===== config.mk =====
export PLATFORM = sky130hd
export DESIGN_NAME = choice_1of5_sweep_ctrl
export DESIGN_NICKNAME = d
export VERILOG_FILES = /design/src/rtl/choice_1of5_sweep_ctrl.sv
export SDC_FILE = /design/constraint.sdc
export NUM_CORES = 1
export LEC_CHECK = 0
export CAP_MARGIN = 20
export CORE_MARGIN = 8
export CORE_UTILIZATION = 50
export DETAILED_ROUTE_END_ITERATION = 12
export PLACE_DENSITY = 0.86
export SETUP_SLACK_MARGIN = 0.15
export SKIP_CTS_REPAIR_TIMING = 1
export SLEW_MARGIN = 20
export SYNTH_ARGS = -nofsm -noshare
export SYNTH_HDL_FRONTEND = slang
export SYNTH_SLANG_ARGS = --single-unit

===== constraint.sdc =====
create_clock -name clk -period 5.5 [get_ports clk]
set_input_delay 0.55 -clock clk [delete_from_list [all_inputs] [get_ports clk]]
set_output_delay 0.55 -clock clk [all_outputs]
set_load 0.01 [all_outputs]

===== src/rtl/choice_1of5_sweep_ctrl.sv =====
// Sweep sequencer for a 1-of-5 choice implementation: drives all 32 vectors, checks y against
// the one-hot golden function and keeps error statistics. CHOICE_SWEEP_TRUTH_EN adds a captured truth table.
module choice_1of5_sweep_ctrl #(
    parameter int unsigned SETTLE    = 2,
    parameter logic [4:0]  START_VEC = 5'd0
) (
    input  logic        clk,
    input  logic        rst,
    input  logic        start,
    output logic [4:0]  x_out,
    input  logic        y_in,
    output logic        busy,
    output logic        done,
    output logic [5:0]  err_cnt,
    output logic [5:0]  ones_cnt,
    output logic [4:0]  first_err,
`ifdef CHOICE_SWEEP_TRUTH_EN
    output logic [31:0] truth_tbl,
`endif
    output logic        err_flag
);

    localparam logic [1:0] ST_IDLE   = 2'd0;
    localparam logic [1:0] ST_DRIVE  = 2'd1;
    localparam logic [1:0] ST_SAMPLE = 2'd2;
    localparam logic [1:0] ST_DONE   = 2'd3;

    localparam logic [4:0] LAST_VEC    = START_VEC - 5'd1;
    localparam logic [3:0] SETTLE_LOAD = 4'(SETTLE - 1);

    generate
        if (SETTLE < 1 || SETTLE > 15) begin : g_bad_settle
            $error("choice_1of5_sweep_ctrl: SETTLE must be within 1..15");
        end
    endgenerate

    logic [1:0] state_reg, state_next;
    logic [4:0] x_reg, x_next;
    logic [3:0] settle_reg, settle_next;
    logic [5:0] err_reg, err_next;
    logic [5:0] ones_reg, ones_next;
    logic [4:0] first_reg, first_next;
    logic       flag_reg, flag_next;
    logic       busy_reg, busy_next;
    logic       done_reg, done_next;

    // Golden model as a ripple of "seen a one" / "seen two ones" flags across x.
    logic [5:0] seen_chain;
    logic [5:0] multi_chain;
    logic       golden_y;

    assign seen_chain[0]  = 1'b0;
    assign multi_chain[0] = 1'b0;

    generate
        for (genvar gi = 0; gi < 5; gi++) begin : g_onehot
            assign seen_chain[gi+1]  = seen_chain[gi] | x_reg[gi];
            assign multi_chain[gi+1] = multi_chain[gi] | (seen_chain[gi] & x_reg[gi]);
        end
    endgenerate

    assign golden_y = seen_chain[5] & ~multi_chain[5];

    logic start_accept;
    logic sample_cycle;
    logic mismatch;

    assign start_accept = (state_reg == ST_IDLE) && start;
    assign sample_cycle = (state_reg == ST_SAMPLE);
    assign mismatch     = golden_y != y_in;

    always_comb begin
        state_next  = state_reg;
        x_next      = x_reg;
        settle_next = settle_reg;
        err_next    = err_reg;
        ones_next   = ones_reg;
        first_next  = first_reg;
        flag_next   = flag_reg;
        busy_next   = busy_reg;
        done_next   = 1'b0;

        case (state_reg)
            ST_IDLE: begin
                if (start) begin
                    state_next  = ST_DRIVE;
                    x_next      = START_VEC;
                    settle_next = SETTLE_LOAD;
                    err_next    = 6'd0;
                    ones_next   = 6'd0;
                    first_next  = 5'd0;
                    flag_next   = 1'b0;
                    busy_next   = 1'b1;
                end
            end

            ST_DRIVE: begin
                if (settle_reg == 4'd0) begin
                    state_next = ST_SAMPLE;
                end else begin
                    settle_next = settle_reg - 4'd1;
                end
            end

            ST_SAMPLE: begin
                if (mismatch) begin
                    err_next = err_reg + 6'd1;
                    if (!flag_reg) begin
                        first_next = x_reg;
                        flag_next  = 1'b1;
                    end
                end
                if (y_in) begin
                    ones_next = ones_reg + 6'd1;
                end
                if (x_reg == LAST_VEC) begin
                    state_next = ST_DONE;
                    busy_next  = 1'b0;
                    done_next  = 1'b1;
                end else begin
                    x_next      = x_reg + 5'd1;
                    settle_next = SETTLE_LOAD;
                    state_next  = ST_DRIVE;
                end
            end

            ST_DONE: begin
                state_next = ST_IDLE;
            end

            default: begin
                state_next = ST_IDLE;
                busy_next  = 1'b0;
            end
        endcase
    end

    always_ff @(posedge clk) begin
        if (rst) begin
            state_reg  <= ST_IDLE;
            x_reg      <= START_VEC;
            settle_reg <= 4'd0;
            err_reg    <= 6'd0;
            ones_reg   <= 6'd0;
            first_reg  <= 5'd0;
            flag_reg   <= 1'b0;
            busy_reg   <= 1'b0;
            done_reg   <= 1'b0;
        end else begin
            state_reg  <= state_next;
            x_reg      <= x_next;
            settle_reg <= settle_next;
            err_reg    <= err_next;
            ones_reg   <= ones_next;
            first_reg  <= first_next;
            flag_reg   <= flag_next;
            busy_reg   <= busy_next;
            done_reg   <= done_next;
        end
    end

`ifdef CHOICE_SWEEP_TRUTH_EN
    // One flop per vector; written only during the SAMPLE of its own vector.
    logic [31:0] truth_reg;

    generate
        for (genvar gi = 0; gi < 32; gi++) begin : g_truth
            always_ff @(posedge clk) begin
                if (rst || start_accept) begin
                    truth_reg[gi] <= 1'b0;
                end else if (sample_cycle && (x_reg == 5'(gi))) begin
                    truth_reg[gi] <= y_in;
                end
            end
        end
    endgenerate

    assign truth_tbl = truth_reg;
`else
    logic unused_truth;
    assign unused_truth = start_accept ^ sample_cycle;
`endif

    assign x_out     = x_reg;
    assign busy      = busy_reg;
    assign done      = done_reg;
    assign err_cnt   = err_reg;
    assign ones_cnt  = ones_reg;
    assign first_err = first_reg;
    assign err_flag  = flag_reg;

endmodule


==> results.md, run 1 <==
* Status: finished clean
* Critical Path, Cell by Cell: ha_1 > and3_2 > ha_1 > nand2b_1 > a21oi_1 > nand4_1 > xor2_1 > nor2_1
* #FFs+latches synth at 31
* Setup TNS at 0 ns
* Die height at 73.3 microns
* Power Density at 230 nW/um^2
* Crit end category: flop
* Slew headroom at approximately 51%
* Area fraction in compound gates after synthesis at 13.3%
* Max frequency at ~440 MHz
* Routability cong. at 0.832
* CTS H-tree depth at 2
* Slew Viols, Final at 0
* Synth area leaders: dfxtp_1 38%, nor2_1 5.9%, ha_1 5.3%
* Share of cells above drive strength 1 at 7.80%
* Latest clock arrival within the worst-skew pair at roughly 0.32 ns
* Drt via density at 5.26
* Drt drc at 0
* Slowest Stage Delay on Critical Path at 0.41 ns
* Clk slew on worst S/H paths at approximately 0.090 ns
* Vias at between 1000 and 1500
* Final Power at 464 uW
* Synth warn at 0
* Switching Power at between 100 and 150 uW
* Setup Skew at 0.00636 ns
* Post-detail-place hpwl at around 2600 microns
* PortBufs at 28
* Root Driver: clkbuf_4
* Final setup vio count at 0
* Routed Antenna Nets at 0
* VDD IR max at 0.199 mV
* Starting density of the core at 53.3%
* Period utilisation layout at 41.3%
* CTS tree: yes
* Final Cell Area at 2020 sq um
* CORE AREA at between 3000 and 4000 sq um
* Internal power at about 340 uW
* # rows at 20
* Setup slack, reg-to-reg at about 3.2 ns
* Die area at 5370 sq um
* Clk sinks at 31
* Non-Filler Instances at 262
* Final setup margin at 3.23 ns
* Worst Max-Slew Pin Slew at 0.732 ns
* Grt total ovfl at 0
* Clock tree buffer depth at 2
* Post-synth cell types at 39
* Register area share after synthesis at 37.8%
* Data required time of the critical path at around 5.7 ns
* WL per Instance at 13.1 microns
* Syn Area/Cell at 8.77 sq um
* Largest net degree at the start of global routing at 15
* Critical Path Slowest Stage Cell: a21oi_1
* Post-synthesis mux area share at between 6 and 7%
* Synth Area in Adders at under 10%
* ANT cells at 0
* Nature of the critical path startpoint: flop
* Arrival @ worst endpoint at 2.46 ns
* Final WL at 3430 microns
* Clock network power share at 31.8%
* Layout area overhead at 23.0%
* Inst Count DP at between 200 and 300
* Drt initial violations at roughly 150
* Drt first pass iters at 4
* Combinational Power Share at 16.1%
* IO Count at 29
* Crit path max fanout at 8
* Most frequent cells in the layout: 31 x dfxtp_1, 28 x clkdlybuf4s50_1, 26 x nor2_1, 22 x nand2_1, 11 x nand3_1
* Post-Syn Instances at 187
* Worst slack at placement at 3.15 ns
* Initial antenna violation count at 0
* Synth area leader: dfxtp_1
* Area after DPL at 1950 sq um
* Post-Synth Simple-Gate Area at about 28%
* Hold Fails Final Rpt at 0
* Die extent in x at 73.3 microns
* Largest family of logic cells by synthesized area: simple AND/OR/NAND/NOR gates
* Most numerous cell on the critical path: ha_1
* First-pass GRT wire length at 5870 microns
* CP Class: flop to flop
* Syn_nets at ~200
* Reported leakage power at 0.787 nW
* Share of the synthesized area in the top cell type at a little under two fifths
* Final min period at between 2 and 2.5 ns
* Seq pwr share at around 52%
* Unrepaired setup endpoints after global routing: false
* Most common cell after layout, fill and taps aside: dfxtp_1
* Util after Layout at 65.5%
* MaxCap Viol Count at 0
* Number of global-route vias before repair at 1331
* Total CTS buffers at 5
* Min Hold Slack at approximately 0.47 ns
* Worst hold path class: flop to flop
* Switching Share at ~27%
* Final net count at between 200 and 250
* Tot GR Track Use at 13.7%
* Post-Synth XOR/XNOR Area at 5.34%
* Synth Cell Area at 1640 sq um
-- final timing paths --
kind | from | to | cells after the start
worst max-delay path | x_out[0] | x_out[3] | 8
worst min-delay path | first_err[0] | first_err[0] | 2
worst max register to register | x_out[0] | x_out[3] | 8
worst min register to register | first_err[0] | first_err[0] | 2
-- power groups by stage --
stage	clock, mW	sequential, mW	combinational [mW]
2_1_floorplan	0	0.243	0.0608
3_3_place_gp	0	0.246	0.0729
3_5_place_dp	0	0.247	0.0741
4_1_cts	0.151	0.241	0.0748
5_1_grt	0.164	0.243	0.0825
6_report	0.148	0.242	0.0745
-- synthesized netlist by cell type, drive strengths merged --
cell type / count
nor2: 27
and3: 2
mux2i: 9
and2b: 2
nor2b: 2
nand2: 22
a32o: 1
o32ai: 1
nand4bb: 2
ha: 7
nand4: 4
dfxtp: 31
a211oi: 2
mux2: 1
a31oi: 1
o211ai: 7
nor3: 4
xor2: 8
buf: 3
or2: 1
nand2b: 7
and2: 1
nand3b: 2
o21ai: 7
nor4b: 1
o311a: 1
a21oi: 8
inv: 7
clkbuf: 2
a21o: 1
xnor2: 2
nand3: 11
-- critical path: cells and delay by family, from the launching register on --
kind	cells	cell delay [ns]
AND/OR/NAND/NOR	4	0.64
adder cells (fa/ha/maj)	2	0.54
AO/OA/AOI/OAI	1	0.41
flip-flops	1	0.38
XOR/XNOR	1	0.15
-- kinds of logic (layout without fill, tap and decap cells) --
logic type | count (synthesis) | after routing
AND/OR/NAND/NOR | 88 | 88
AO/OA/AOI/OAI | 29 | 29
flip-flops | 31 | 31
adder cells (fa/ha/maj) | 7 | 7
XOR/XNOR | 10 | 10
buffers and inverters | 12 | 43
multiplexers | 10 | 10
-- layer usage --
metal  share of wire [%]  up-vias  track usage [%]
met5                   0        -                0
met4                 1.3        0             4.67
met3                 4.9        7             4.49
met2                  46       31             22.6
met1                  48      630             16.2
li1                    -      709                -
-- final cells by class --
type                            count  area [sq um]
Multi-Input combinational cell    144           966
Fill cell                         257          1060
Clock buffer                        8          68.8
Sequential cell                    31           621
Tap cell                           44          55.1
Timing Repair Buffer               28           280
Inverter                            7          26.3
Power figures use the tool's default switching activity.
==> run 2, diff against run 1 <==
Settings changed: CORE_UTILIZATION 50 to 47, PLACE_DENSITY 0.86 to 0.85.
Clock period 5.5 ns to 1.9 ns, I/O delays scaled along.
==> run 2 against run 1 <==
Net effect:
- final cell count grew 4.2%
- fmax rose by 27%
- critical path depth fell by 1
- largest cell class unchanged
- clock skew rose by 0.00076 ns
==> results.md, run 2 (synthesized netlist as in run 1, its figures left out) <==
* Layout area overhead at 30.8%
* Initial antenna violation count at 0
* Worst Max-Slew Pin Slew at 0.456 ns
* Power Density at 617 nW/um^2
* Number of global-route vias before repair at 1343
* MaxCap Viol Count at 0
* Arrival @ worst endpoint at between 2 and 2.5 ns
* Hold Fails Final Rpt at 0
* Critical Path, Cell by Cell: inv_4 > ha_4 > xor2_2 > o311a_4 > mux2i_4 > nor2_2 > a32o_1
* CTS H-tree depth at 2
* CORE AREA at 3340 sq um
* Worst hold path class: flop to flop
* Slew Viols, Final at 0
* Clk sinks at 31
* Data required time of the critical path at 2.13 ns
* Grt total ovfl at 0
* Most frequent cells in the layout: 28 x clkdlybuf4s50_1, 27 x dfxtp_1, 25 x nor2_1, 20 x nand2_1, 11 x nand3_1
* Crit path max fanout at 7
* Latest clock arrival within the worst-skew pair at 0.33 ns
* Die area at 5640 sq um
* PortBufs at 28
* CP Class: flop to flop
* Final WL at 3510 microns
* Vias at 1398
* Die extent in x at 75.1 microns
* CTS tree: yes
* Root Driver: clkbuf_4
* VDD IR max at 0.322 mV
* First-pass GRT wire length at between 5000 and 6000 microns
* Period utilisation layout at 93.7%
* Reported leakage power at 0.838 nW
* Setup Skew at 0.00712 ns
* Setup TNS at 0 ns
* IO Count at 29
* Nature of the critical path startpoint: flop
* Final min period at 1.78 ns
* Util after Layout at 64.3%
* Drt drc at 0
* Final setup vio count at 0
* Drt first pass iters at 4
* Post-detail-place hpwl at 2650 microns
* Total CTS buffers at 5
* Max frequency at 562 MHz
* Final net count at roughly 240
* Clk slew on worst S/H paths at 0.10 ns
* Unrepaired setup endpoints after global routing: true
* Clock tree buffer depth at 2
* # rows at 21
* Routability cong. at ~0.83
* Tot GR Track Use at 13.4%
* Share of cells above drive strength 1 at a little under a fifth
* Slew headroom at 69.4%
* Die height at 75.1 microns
* Status: finished clean
* Critical Path Slowest Stage Cell: dfxtp_4
* Min Hold Slack at roughly 0.47 ns
* WL per Instance at 12.8 microns
* Most common cell after layout, fill and taps aside: clkdlybuf4s50_1
* Drt initial violations at 70
* Crit end category: flop
* Drt via density at approximately 5
* ANT cells at 0
* Routed Antenna Nets at 0
* Slowest Stage Delay on Critical Path at 0.42 ns
* Largest net degree at the start of global routing at 14
* Starting density of the core at slightly below 50%
## run 2: changes by cell type in the layout (fill, tap and decap cells not counted), moves of 2 or more
cell      delta
buf_4        +8
nand2_2      +2
o21ai_0      -3
o21ai_1      +3
clkbuf_8     -2
dfxtp_2      +2
inv_1        -2
dfxtp_4      +2
nand2_1      -2
ha_4         +2
clkinv_2     +3
dfxtp_1      -4
ha_1         -2
## run 2: worst paths after layout
check	endpoint	slack (ns)	start	cells after the start
setup / recovery	err_cnt[2]	0.12	x_out[0]	7
hold / removal	first_err[0]	0.47	first_err[0]	2
setup reg to reg	err_cnt[2]	0.12	x_out[0]	7
hold reg to reg	first_err[0]	0.47	first_err[0]	2
## run 2: critical path: cells and delay by family, from the launching register on
family          cells  cell delay [ns]
compound gates      2             0.56
xor+xnor            1             0.14
fa+ha+maj           1             0.17
buf+inv             1             0.05
flops               1             0.42
mux                 1             0.25
simple gates        1             0.08
## run 2: metal layers
metal	track usage, %	wire (microns)	vias to the layer above
met1	15.5	1600	633
met4	5.43	53	0
li1	-	-	728
met2	22.0	1660	29
met5	0	0	-
met3	4.79	196	8
## run 2: metrics by stage
stage / cells / cell area (sq um) / power (mW) / worst slack [ns]
final: 273 / 2150 / 1.32 / 0.119
after global routing: 273 / 2150 / 1.40 / 0.0232
after detailed placement: 265 / 2050 / 0.954 / 0.0937
after floorplan: 187 / 1670 / 0.881 / 0.143
after global placement: 265 / 2050 / 0.948 / 0.129
after CTS: 273 / 2100 / 1.33 / 0.0595
## run 2: layout make-up
cell class	count	area, sq um
inverters	7	28.8
well taps	46	57.6
fillers	274	1190
clock buffers	5	37.5
multi-input cells	144	1020
clock inverters	3	15.0
repair buffers	37	352
flip-flops and latches	31	631
## run 2: power breakdown
| part | leakage, nW | internal (mW) | switching, mW |
|---|---|---|---|
| Clock | 0.0347 | 0.137 | 0.231 |
| Combinational | 0.550 | 0.116 | 0.137 |
| Sequential | 0.254 | 0.671 | 0.0304 |
| Total | 0.838 | 0.924 | 0.399 |
==> run 3, diff against run 2 <==
Settings changed: CORE_ASPECT_RATIO set to 0.8, GPL_ROUTABILITY_DRIVEN set to 0.
==> run 3 against run 2 <==
Net effect:
- largest power group unchanged
- largest cell class unchanged
- clock-buffer cell count is 3 higher
- highest routed layer unchanged
- critical endpoint unchanged
- die area grew 0.21%
- sequential cell count is the same
==> results.md, run 3 (synthesized netlist as in run 1, its figures left out) <==
* CP Class: flop to flop
* Slew headroom at 65.5%
* ANT cells at 0
* Final min period at 1.81 ns
* Clk slew on worst S/H paths at ~0.060 ns
* Post-detail-place hpwl at 2670 microns
* CORE AREA at 3380 sq um
* Critical Path, Cell by Cell: inv_2 > ha_4 > xor2_2 > o311a_4 > mux2i_4 > nor2_2 > a32o_1
* Final WL at 3660 microns
* Setup Skew at 0.00525 ns
* Starting density of the core at 48.6%
* Max frequency at 553 MHz
* Final setup margin at 0.0909 ns
* Period utilisation layout at 95.2%
* Worst slack at placement at between 0.06 and 0.07 ns
* Util after Layout at 64.6%
* Share of cells above drive strength 1 at 17.5%
* Number of global-route vias before repair at around 1400
* Worst hold path class: flop to flop
* Final Cell Area at 2180 sq um
* Latest clock arrival within the worst-skew pair at 0.29 ns
* Slew Viols, Final at 0
* Data required time of the critical path at 2.08 ns
* Die area at 5650 sq um
* Clock tree buffer depth at 2
* Reported leakage power at roughly 0.86 nW
* Initial antenna violation count at 0
* Drt via density at between 5 and 6
* Crit path max fanout at 6
* Drt initial violations at 93
* Final net count at 239
* IO Count at 29
* Layout area overhead at 33.0%
* Largest net degree at the start of global routing at 14
* Arrival @ worst endpoint at roughly 2.0 ns
* Hold Fails Final Rpt at 0
* Total CTS buffers at 5
* Critical Path Slowest Stage Cell: dfxtp_4
* Routed Antenna Nets at 0
* Grt total ovfl at 0
* Most common cell after layout, fill and taps aside: dfxtp_1
* Inst Count DP at ~260
* Drt first pass iters at 4
* Worst Max-Slew Pin Slew at 0.514 ns
* Drt drc at 0
* Min Hold Slack at 0.464 ns
* MaxCap Viol Count at 0
* Vias at 1427
* Die height at 68.8 microns
* Final Power at 1.52 mW
* Tot GR Track Use at 14.0%
* CTS H-tree depth at 2
* Setup TNS at 0 ns
* Non-Filler Instances at 271
* Area after DPL at ~2000 sq um
* Final setup vio count at 0
* PortBufs at 28
* Most frequent cells in the layout: 29 x dfxtp_1, 28 x clkdlybuf4s50_1, 24 x nor2_1, 21 x nand2_1
* CTS tree: yes
* Nature of the critical path startpoint: flop
* Die extent in x at 82.1 microns
* VDD IR max at 0.448 mV
* Status: finished clean
* First-pass GRT wire length at 6080 microns
* Crit path buffers/inverters at 1
* Crit end category: flop
* Power Density at 697 nW/um^2
* WL per Instance at 13.5 microns
* Unrepaired setup endpoints after global routing: true
* # rows at 19
* Root Driver: clkbuf_8
* Clk sinks at 31
* Crit-path leading delay family: compound AO/OA/AOI/OAI gates
* Slowest Stage Delay on Critical Path at 0.39 ns
-- run 3: cell types whose count changed in the layout (fill, tap and decap cells not counted), sizes merged --
| cell | previous run | this run |
|---|---|---|
| buf | 9 | 11 |
| clkbuf | 5 | 8 |
| clkinv | 3 | 0 |
-- run 3: final cells by class --
cell class | instances | area [sq um]
fillers | 299 | 1190
inverters | 7 | 26.3
repair buffers | 39 | 363
well taps | 42 | 52.6
flip-flops and latches | 31 | 628
clock buffers | 8 | 100
multi-input cells | 144 | 1010
-- run 3: layer usage --
layer / track usage (%) / wire, microns / vias up
met3: 5.96 / 232 / 2
met5: 0 / 0 / -
met2: 22.4 / 1640 / 33
met1: 16.7 / 1760 / 657
met4: 4.37 / 25 / 0
li1: - / - / 735
-- run 3: final timing paths --
path	startpoint	endpoint	slack, ns	cells after the start
worst max-delay path	x_out[0]	err_cnt[2]	0.09	7
worst min-delay path	first_err[2]	first_err[2]	0.46	2
worst max register to register	x_out[0]	err_cnt[2]	0.09	7
worst min register to register	first_err[2]	first_err[2]	0.46	2
-- run 3: worst reg2reg max path: stages, from the launching register on --
cell	delay, ns
dfxtp_4	0.39
inv_2	0.05
ha_4	0.17
xor2_2	0.14
o311a_4	0.35
mux2i_4	0.27
nor2_2	0.09
a32o_1	0.23
-- run 3: power by group --
| part | internal, mW | total, mW | switching (mW) |
|---|---|---|---|
| Sequential | 0.671 | 0.699 | 0.0276 |
| Clock | 0.330 | 0.569 | 0.239 |
| Combinational | 0.115 | 0.253 | 0.138 |
| Total | 1.12 | 1.52 | 0.404 |
